===== config.mk =====
export PLATFORM = sky130hd
export DESIGN_NAME = jk_excite_driver_flat
export DESIGN_NICKNAME = d
export VERILOG_FILES = /design/src/rtl/jk_excite_pkg.sv /design/src/rtl/jk_excite_driver_if.sv /design/src/rtl/jk_target_fifo.sv /design/src/rtl/jk_excite_driver.sv /design/src/flat_wrapper.sv
export SDC_FILE = /design/constraint.sdc
export NUM_CORES = 1
export LEC_CHECK = 0
export ABC_AREA = 1
export BUFFER_PORTS_ARGS = -buffer_cell sky130_fd_sc_hd__buf_2
export CAP_MARGIN = 25
export CORE_ASPECT_RATIO = 0.7
export CORE_MARGIN = 4
export CORE_UTILIZATION = 55
export CTS_CLUSTER_DIAMETER = 150
export DETAILED_ROUTE_END_ITERATION = 6
export GPL_TIMING_DRIVEN = 1
export PLACE_DENSITY = 0.79
export RECOVER_POWER = 50
export SYNTH_ARGS = -nofsm -noshare
export SYNTH_HDL_FRONTEND = slang
export SYNTH_SLANG_ARGS = --single-unit

===== constraint.sdc =====
create_clock -name clk -period 3.9 [get_ports clk]
set_clock_uncertainty 0.2 [all_clocks]
set_input_delay 0.195 -clock clk [delete_from_list [all_inputs] [get_ports clk]]
set_output_delay 0.195 -clock clk [all_outputs]
set_load 0.01 [all_outputs]

===== src/rtl/jk_excite_pkg.sv =====
// JK excitation helpers: per-bit {J,K} drive codes and the table that maps a present/next state to them.
// Latency: combinational only; no state lives in this package.
// Backpressure: not applicable.
package jk_excite_pkg;

    // {J,K} drive codes as seen by a JK flip-flop
    localparam logic [1:0] JK_HOLD = 2'b00;
    localparam logic [1:0] JK_RST  = 2'b01;
    localparam logic [1:0] JK_SET  = 2'b10;
    localparam logic [1:0] JK_TGL  = 2'b11;

    // Excitation for one bit moving from q to t. Where J or K is a don't-care,
    // dc fills it: dc=0 yields hold/set/reset codes, dc=1 yields the toggle form.
    function automatic logic [1:0] jk_excite(input logic q, input logic t, input logic dc);
        logic [1:0] code;
        case ({q, t})
            2'b00:   code = dc ? JK_RST : JK_HOLD;
            2'b01:   code = dc ? JK_TGL : JK_SET;
            2'b10:   code = dc ? JK_TGL : JK_RST;
            default: code = dc ? JK_SET : JK_HOLD;
        endcase
        return code;
    endfunction

endpackage


===== src/rtl/jk_excite_driver_if.sv =====
// Target-word stream from the pattern source into the JK drive block.
// Latency: wires only; a word transfers on any edge where in_valid and in_ready are both high.
// Backpressure: the receiver drops in_ready while its target FIFO is full.
interface jk_excite_driver_if #(
    parameter int WIDTH = 4
);
    logic             in_valid;
    logic             in_ready;
    logic [WIDTH-1:0] in_target;

    modport master (output in_valid, output in_target, input in_ready);
    modport slave  (input in_valid, input in_target, output in_ready);
endinterface


===== src/rtl/jk_target_fifo.sv =====
// Synchronous target FIFO, WIDTH x DEPTH, with a registered occupancy count.
// Latency: a pushed word can be popped on the next edge; pop_dat is the current head, not registered.
// Backpressure: a push is ignored while full and a pop is ignored while empty.
module jk_target_fifo #(
    parameter int WIDTH = 4,
    parameter int DEPTH = 4
) (
    input  logic                     clk,
    input  logic                     rst_n,
    input  logic                     push,
    input  logic [WIDTH-1:0]         push_dat,
    input  logic                     pop,
    output logic [WIDTH-1:0]         pop_dat,
    output logic                     full,
    output logic                     empty,
    output logic [$clog2(DEPTH):0]   level
);
    localparam int AW = $clog2(DEPTH);

    logic [WIDTH-1:0] mem_q [DEPTH];
    logic [WIDTH-1:0] mem_d [DEPTH];
    logic [AW-1:0]    wr_ptr_q, wr_ptr_d;
    logic [AW-1:0]    rd_ptr_q, rd_ptr_d;
    logic [AW:0]      cnt_q, cnt_d;
    logic             do_push, do_pop;

    assign full    = (cnt_q == (AW+1)'(DEPTH));
    assign empty   = (cnt_q == '0);
    assign level   = cnt_q;
    assign pop_dat = mem_q[rd_ptr_q];
    assign do_push = push & ~full;
    assign do_pop  = pop & ~empty;

    // Next-state for storage, pointers and count; pointers wrap naturally since DEPTH is a power of 2
    always_comb begin
        mem_d    = mem_q;
        wr_ptr_d = wr_ptr_q;
        rd_ptr_d = rd_ptr_q;
        cnt_d    = cnt_q;
        if (do_push) begin
            mem_d[wr_ptr_q] = push_dat;
            wr_ptr_d        = wr_ptr_q + 1'b1;
        end
        if (do_pop) begin
            rd_ptr_d = rd_ptr_q + 1'b1;
        end
        case ({do_push, do_pop})
            2'b10:   cnt_d = cnt_q + 1'b1;
            2'b01:   cnt_d = cnt_q - 1'b1;
            default: cnt_d = cnt_q;
        endcase
    end

    // Pointer and count registers; reset empties the FIFO
    always_ff @(posedge clk) begin
        if (!rst_n) begin
            wr_ptr_q <= '0;
            rd_ptr_q <= '0;
            cnt_q    <= '0;
        end else begin
            wr_ptr_q <= wr_ptr_d;
            rd_ptr_q <= rd_ptr_d;
            cnt_q    <= cnt_d;
        end
    end

    // Storage needs no reset: only entries between the pointers are ever read
    always_ff @(posedge clk) begin
        mem_q <= mem_d;
    end

endmodule


===== src/rtl/jk_excite_driver.sv =====
// Drives a WIDTH-bit external JK bank one target per step and checks its Q readback for misses.
// Latency: j/k registered on the pop edge; the bank moves one edge later; a miss is flagged two edges after the pop.
// Backpressure: in_ready = FIFO not full; pops wait for step_en and are held while a resync is pending.
module jk_excite_driver
    import jk_excite_pkg::*;
#(
    parameter int WIDTH  = 4,
    parameter int DEPTH  = 4,
    parameter int DC_VAL = 0
) (
    input  logic                    clk,
    input  logic                    rst_n,
    jk_excite_driver_if.slave       in_if,
    input  logic                    step_en,
    input  logic                    resync,
    input  logic                    clr_err,
    input  logic [WIDTH-1:0]        q_fb,
    output logic [WIDTH-1:0]        j,
    output logic [WIDTH-1:0]        k,
    output logic [$clog2(DEPTH):0]  level,
    output logic                    busy,
    output logic                    mismatch,
    output logic [WIDTH-1:0]        err_bits
);
    localparam logic       DC_BIT     = (DC_VAL != 0);
    localparam logic [0:0] ST_IDLE    = 1'b0;
    localparam logic [0:0] ST_PENDING = 1'b1;

    logic             fifo_full, fifo_empty;
    logic [WIDTH-1:0] fifo_dat;
    logic             push, pop, drained;

    logic [0:0]       state_q, state_d;
    logic [WIDTH-1:0] exp_q, exp_d;
    logic [WIDTH-1:0] j_q, j_d, k_q, k_d;
    logic             s1_vld_q, s1_vld_d, s2_vld_q, s2_vld_d;
    logic [WIDTH-1:0] s1_t_q, s1_t_d, s2_t_q, s2_t_d;
    logic             mismatch_q, mismatch_d;
    logic [WIDTH-1:0] err_q, err_d;
    logic [WIDTH-1:0] exc_j, exc_k;
    logic [1:0]       jk_bit;
    logic             fail;
    logic [WIDTH-1:0] diff;

    assign in_if.in_ready = ~fifo_full;
    assign push    = in_if.in_valid & ~fifo_full;
    // A resync request blocks the pop on its own edge as well as while pending
    assign pop     = step_en & ~fifo_empty & (state_q == ST_IDLE) & ~resync;
    assign drained = ~s1_vld_q & ~s2_vld_q;

    jk_target_fifo #(
        .WIDTH (WIDTH),
        .DEPTH (DEPTH)
    ) u_fifo (
        .clk      (clk),
        .rst_n    (rst_n),
        .push     (push),
        .push_dat (in_if.in_target),
        .pop      (pop),
        .pop_dat  (fifo_dat),
        .full     (fifo_full),
        .empty    (fifo_empty),
        .level    (level)
    );

    // Per-bit J/K from the last commanded target to the FIFO head; q_fb lags a cycle so it is not used here
    always_comb begin
        exc_j  = '0;
        exc_k  = '0;
        jk_bit = JK_HOLD;
        for (int i = 0; i < WIDTH; i++) begin
            jk_bit   = jk_excite(exp_q[i], fifo_dat[i], DC_BIT);
            exc_j[i] = jk_bit[1];
            exc_k[i] = jk_bit[0];
        end
    end

    // Drive, expected-state, check pipeline and resync sequencing
    always_comb begin
        j_d      = pop ? exc_j : '0;
        k_d      = pop ? exc_k : '0;
        s1_vld_d = pop;
        s1_t_d   = fifo_dat;
        s2_vld_d = s1_vld_q;
        s2_t_d   = s1_t_q;
        exp_d    = exp_q;
        state_d  = state_q;
        if (pop) begin
            exp_d = fifo_dat;
        end
        case (state_q)
            ST_IDLE: begin
                if (resync) begin
                    state_d = ST_PENDING;
                end
            end
            default: begin
                if (drained) begin
                    exp_d   = q_fb;
                    state_d = ST_IDLE;
                end
            end
        endcase
    end

    // Sticky miss flags; a miss on the same edge as clr_err survives the clear
    always_comb begin
        fail = s2_vld_q & (q_fb != s2_t_q);
        diff = fail ? (q_fb ^ s2_t_q) : '0;
        if (clr_err) begin
            mismatch_d = fail;
            err_d      = diff;
        end else begin
            mismatch_d = mismatch_q | fail;
            err_d      = err_q | diff;
        end
    end

    // State registers; reset wins over any in-flight step or pending resync
    always_ff @(posedge clk) begin
        if (!rst_n) begin
            state_q    <= ST_IDLE;
            exp_q      <= '0;
            j_q        <= '0;
            k_q        <= '0;
            s1_vld_q   <= 1'b0;
            s1_t_q     <= '0;
            s2_vld_q   <= 1'b0;
            s2_t_q     <= '0;
            mismatch_q <= 1'b0;
            err_q      <= '0;
        end else begin
            state_q    <= state_d;
            exp_q      <= exp_d;
            j_q        <= j_d;
            k_q        <= k_d;
            s1_vld_q   <= s1_vld_d;
            s1_t_q     <= s1_t_d;
            s2_vld_q   <= s2_vld_d;
            s2_t_q     <= s2_t_d;
            mismatch_q <= mismatch_d;
            err_q      <= err_d;
        end
    end

    assign j        = j_q;
    assign k        = k_q;
    assign mismatch = mismatch_q;
    assign err_bits = err_q;
    assign busy     = ~fifo_empty | s1_vld_q | s2_vld_q | (state_q == ST_PENDING);

endmodule

===== src/flat_wrapper.sv =====
// flat-port wrapper written by rule: the top's interface ports become plain ports
module jk_excite_driver_flat import jk_excite_pkg::*;
#(
    parameter int WIDTH  = 4,
    parameter int DEPTH  = 4,
    parameter int DC_VAL = 0
)
  (clk, rst_n, step_en, resync, clr_err, q_fb, j, k, level, busy, mismatch, err_bits, in_if_in_valid, in_if_in_target, in_if_in_ready);
  jk_excite_driver_if #(.WIDTH(WIDTH)) in_if_i ();
  input  logic clk;
  input  logic rst_n;
  input  logic step_en;
  input  logic resync;
  input  logic clr_err;
  input  logic [WIDTH-1:0] q_fb;
  output logic [WIDTH-1:0] j;
  output logic [WIDTH-1:0] k;
  output logic [$clog2(DEPTH):0] level;
  output logic busy;
  output logic mismatch;
  output logic [WIDTH-1:0] err_bits;
  input wire logic [$bits(in_if_i.in_valid)-1:0] in_if_in_valid;
  input wire logic [$bits(in_if_i.in_target)-1:0] in_if_in_target;
  output wire logic [$bits(in_if_i.in_ready)-1:0] in_if_in_ready;
  assign in_if_i.in_valid = in_if_in_valid;
  assign in_if_i.in_target = in_if_in_target;
  assign in_if_in_ready = in_if_i.in_ready;
  jk_excite_driver #(.WIDTH(WIDTH), .DEPTH(DEPTH), .DC_VAL(DC_VAL)) u_core (.clk(clk), .rst_n(rst_n), .in_if(in_if_i), .step_en(step_en), .resync(resync), .clr_err(clr_err), .q_fb(q_fb), .j(j), .k(k), .level(level), .busy(busy), .mismatch(mismatch), .err_bits(err_bits));
endmodule

Yosys cells after proc, flatten, opt, wreduce, memory -nomap -nowiden
Index checks and enable logic that the tools add are counted.

Register bits: 51. Input bits: 14. Output and inout bits: 18. Logic and storage cells: 82.

$add $sub $neg: 4. Magnitude comparators: 3. Equality and inequality tests: 12. Multiplexer cells: 20. Bitwise gates (word level): 22. Reduce and logical (&&, ||, !) cells: 4.

Operator list (number): $mux 4 (8); $bwmux 16 (1); $pmux 2 s2 (4); $eq 2x1->1 const B (5); $eq 2x2->1 const B (5); $and 1x1->1 (8); $bmux 4 s2 (1); $demux 4 s2 (1); $ge 3x3->1 const B (2); $not 1->1 (6); $not 2->3 (2); $pmux 3 s2 (1); $add 2x1->2 const B (2); $mux 1 (4); $ne 4x4->1 (1); $or 1x1->1 (4); $or 4x4->4 (1); $xor 4x4->4 (1); $add 3x1->3 const B (1); $eq 3x3->1 const B (1); $logic_not 3->1 (1); $lt 3x1->1 const B (1); $sub 3x1->3 const B (1); $reduce_and 2->1 (1); other kinds (2) (2).

Longest topological paths before layout
Word-level depth: 8. Depth in mapped cells: 10. Depth with buffers taken out: 10.

Hierarchy
A second synthesis with hierarchy kept.

Cell total of the unflattened synthesis: 261. Area, all modules: 2217.1 µm².

Modules (own cells, without submodules): jk_excite_driver (times used 1, cells each 157, area an instance 1183.6 µm²); jk_target_fifo (times used 1, cells each 104, area an instance 1033.5 µm²).

Least setup slack after synthesis
No wires, ideal clock.

Path kind: reg-to-reg. Start point: register u_core.u_fifo.cnt_q[1], in the netlist u_core.u_fifo.level[1]. End point: register u_core.u_fifo.cnt_q[2], in the netlist u_core.u_fifo.level[2]. Library setup time: 0.122 ns. Arrival: 1.792 ns. Setup slack: 1.786 ns. Cell stages (with the launch flop): 10. Buffers on the path: 0. Period minus slack after synthesis: 2.114 ns. Cell sequence: dfxtp_1 inv_1 nand3_1 nand2_2 ha_1 fa_1 a21oi_1 o21ai_0 o21ai_0 a21oi_1.

RTL lines: start, declared (RTL line jk_target_fifo.sv:24) `logic [AW:0] cnt_q, cnt_d;`; start signal, assigned (RTL line jk_target_fifo.sv:63) `cnt_q <= cnt_d;`; $eq 3x3->1 * (RTL line jk_target_fifo.sv:27) `assign full = (cnt_q == (AW+1)'(DEPTH));`; $not 1->1 *; named net in_if_in_ready (RTL line flat_wrapper.sv:24) `output wire logic [$bits(in_if_i.in_ready)-1:0] in_if_in_ready;`; $and 1x1->1 (RTL line jk_excite_driver.sv:46) `assign push = in_if.in_valid & ~fifo_full;`; $and 1x1->1 * (RTL line jk_target_fifo.sv:31) `assign do_push = push & ~full;`; $eq 2x1->1 / $eq 2x2->1 (equally long branches) (RTL line jk_target_fifo.sv:47) `case ({do_push, do_pop})`; $pmux 3 s2 / $reduce_bool 2->1 (equally long branches).

Mark *: on every way through the listed nets, which the timed path passes. The rest lies on a longest branch. A chain may end at the register's enable or synchronous reset.

Worst setup path in the final report
Start point: register u_core.u_fifo.cnt_q[0], in the netlist u_core.u_fifo.level[0]. End point: register u_core.u_fifo.cnt_q[2], in the netlist u_core.u_fifo.level[2].

Word-level cells in the longest chain between the ends: 8.

Ends and longest elaborated chain: $logic_not 3->1 * (RTL line jk_target_fifo.sv:28) `assign empty = (cnt_q == '0);`; $not 1->1 * (RTL line jk_target_fifo.sv:32, jk_excite_driver.sv:48); $and 1x1->1 (3 in series) (RTL line jk_excite_driver.sv:48) `assign pop = step_en & ~fifo_empty & (state_q == ST_IDLE) & ~resync;`; $and 1x1->1 * (RTL line jk_target_fifo.sv:32) `assign do_pop = pop & ~empty;`; named net u_core.u_fifo.do_pop (RTL line jk_target_fifo.sv:25) `logic do_push, do_pop;`; $eq 2x1->1 / $eq 2x2->1 (equally long branches) (RTL line jk_target_fifo.sv:47); $pmux 3 s2 / $reduce_bool 2->1 (equally long branches).

Marked as above.

==> results.yml <==
clock_tree:
  root_buffer: "clkbuf_8"
  clock_path_buffers: 2
  clk_latency_ns: 0.30
  hold_buffers: 4
  numCtsBuffers: 5
  clk_pin_slew_ns: 0.09
  cts_sinks: 51
  htreeDepth: 2
  tritoncts: "done"
  postCtsSetupBuffers: 0
  post_cts_resized: 0
layout:
  syn_to_final_growth_pct: 13.05
  antennaDiodeCount: 0
  fillCellCount: 308
  multi_input_area_um2: 769.5
  regArea_um2: 1181
  fin_nets: 312
  final_layout_size_suffix_gt1_frac: 0.1368
grt:
  met2_usage: 0.2614
  grt_overflow: 0
  grt_pass1_vias: 1421
  globalRoute.busiestLayer: "met2"
  grt_antenna_before_repair: 0
  grt_pass1_wl_mm: 6.831
  gr-usage-all-layers: 0.1771
  gr-usage-met1: 0.2474
  gr-usage-met3: 0.05020
  grt_max_degree: 18
route:
  drc: 0
  first_iter_violations: 93
  vias: 1584
  antenna_left: 0
  dr.pass1.iters: 4
  vias_per_cell: 4.728
  wl_mm: 3.973
  wire_per_inst_um: 11.86
critical_path:
  crit_slowest_cell: "fa_1"
  critical_path_arrival_ns: 2.16
  start_kind: "flip-flop"
  path_max_fanout: 8
  required_ns: 3.90
  crit_path_cell_trace: "inv_1 -> nand3_2 -> nand3_4 -> inv_4 -> ha_1 -> fa_1 -> a21oi_1 -> o21ai_0 -> o21ai_0 -> a21oi_1"
  cp_slowest_stage_delay_ns: 0.39
  cp-end-kind: "flip-flop"
  crit_type: "flip-flop to flip-flop"
floorplan:
  start_util: 0.5927
  die_w_um: 83.18
  die_y_um: 60.63
  pin_count: 32
  fp.coreArea_um2: 3671
  dieArea_um2: 5042
  rows: 18
power_and_ir_drop:
  peakVddDrop_v: 0.0003171
  sw_frac_of_total: 0.2805
  p_leak_nw: 1.077
  combPwrFrac: 0.152
  p_total_mw: 1.056
  power.share.clock: 0.281
  powerDensity_nw_per_um2: 429.5
  p_switching_mw: 0.2963
  power_frac_seq: 0.567
  p_int_mw: 0.7601
timing:
  tightest_slew_ns: 0.5216
  grt_setup_unrepaired: "no"
  fin_crit_ns: 2.165
  relSlewSlack: 0.6510
  hold_viol_final: 0
  drv_slew: 0
  finalCritPeriodShare: 0.5551
  fin_ws_ns: 1.735
  tns_ns: 0
  fmax_ghz: 0.4619
  setup_violations: 0
yosys:
  synth_warnings: 0
  ys_top_cells_by_area: "dfxtp_1 32%, edfxtp_1 22%, nand2_1 8.5%, ha_1 7.5%, inv_1 6.9%"
  ys_types: 22
  synth_top_area_share: 0.3220
  yosysTopAreaCell: "dfxtp_1"
  synth-seq-cells: 51
  avgSynthCellArea_um2: 8.881
  ys_seq_area_frac: 0.5428
  syn_inst: 245
  syn-cell-area_um2: 2176
  syn-num-nets: 273
placement:
  place_hpwl_mm: 2.996
  io_buffers: 31
  place_ws_ns: 1.715
  gp_congestion: 0.8221
flow_run:
  drv_cap: 0
hold_path:
  hold_class: "input port to flip-flop"
run_status:
  status: "finished clean"
-- kinds of logic (layout without fill, tap and decap cells) --
kind of cell | Yosys count | count (layout) | synth area share
AOI/OAI and AO/OA | 31 | 31 | 0.07130
adders and majority gates | 14 | 14 | 0.08396
buffers and inverters | 51 | 91 | 0.09603
DFF | 51 | 51 | 0.5428
and+or+nand+nor | 98 | 98 | 0.2059
-- synth_stat cells --
master     n
nand2_1   49
inv_1     40
dfxtp_1   35
nor2_1    25
a21oi_1   19
edfxtp_1  16
ha_1      13
o21ai_0   11
nand3_1   10
nand2_2    9
inv_2      6
buf_2      2
buf_6      1
clkinv_4   1
fa_1       1
inv_4      1
nand3_2    1
nand3_4    1
nor2_4     1
nor2_8     1
nor3_1     1
o21ai_1    1
-- per-layer routing --
layer | wire, µm | vias up
met4 | 65 | 0
met3 | 265 | 8
met2 | 1649 | 46
met1 | 1993 | 694
li1 | - | 836
met5 | 0 | -
-- path summary, 6_finish.rpt --
path | start | end | slack, ns | depth (start not counted)
setup reg to reg | u_core.u_fifo.level[0] | u_core.u_fifo.level[2] | 1.73 | 10
hold reg to reg | u_core.s1_t_q[1] | u_core.s2_t_q[1] | 0.22 | 2
setup / recovery | u_core.u_fifo.level[0] | u_core.u_fifo.level[2] | 1.73 | 10
hold / removal | clr_err | u_core.err_bits[2] | 0.02 | 4
-- state kept, by name, summed over array words and instances (netlist names), 2 cells and up --
name	flops
u_core.err_bits	4
u_core.exp_q	4
u_core.j	4
u_core.k	4
u_core.s1_t_q	4
u_core.s2_t_q	4
u_core.u_fifo.level	3
u_core.u_fifo.mem_q	16
u_core.u_fifo.rd_ptr_q	2
u_core.u_fifo.wr_ptr_q	2
-- layout make-up --
type,count,share of cell area
Sequential cell,51,0.4802
Multi-Input combinational cell,143,0.3128
Inverter,48,0.07630
Timing Repair Buffer,35,0.06918
Clock buffer,5,0.02798
Tap cell,50,0.02543
Clock inverter,3,0.008138
-- critical path, delay by kind of cell (launching register included) --
family | cells | cell delay, ns
AO/OA/AOI/OAI | 4 | 0.43
buffers and inverters | 2 | 0.19
flip-flops | 1 | 0.35
AND/OR/NAND/NOR | 2 | 0.27
adder cells (fa/ha/maj) | 2 | 0.61
-- cell usage in the layout, fill, tap and decap left out, types with 4 or more instances in the layout --
master	n
clkbuf_8	5
nor2_1	26
dlygate4sd3_1	4
inv_1	40
ha_1	13
a21oi_1	19
edfxtp_1	16
dfxtp_1	35
o21ai_0	11
nand2_1	49
inv_2	6
clkbuf_1	20
buf_2	11
nand3_1	10
nand2_2	9
-- power by group through the flow --
| stage | sequential [mW] | combinational, mW | clock, mW |
|---|---|---|---|
| after floorplan | 0.608 | 0.115 | 0 |
| after global placement | 0.610 | 0.155 | 0 |
| after detailed placement | 0.612 | 0.162 | 0 |
| after CTS | 0.599 | 0.166 | 0.301 |
| after global routing | 0.604 | 0.188 | 0.325 |
| final | 0.599 | 0.161 | 0.297 |
-- per-stage QoR --
stage          hold slack [ns]  instances  cell area, µm²    util
2_1_floorplan          0.09387        245            2176       -
3_3_place_gp            0.1940        323            2372  0.6462
3_5_place_dp            0.2023        323            2372  0.6462
4_1_cts               0.006761        335            2501  0.6813
5_1_grt                0.02947        335            2460  0.6701
6_report               0.02115        335            2460  0.6701
Note: power is estimated with default switching activity, not from simulation.
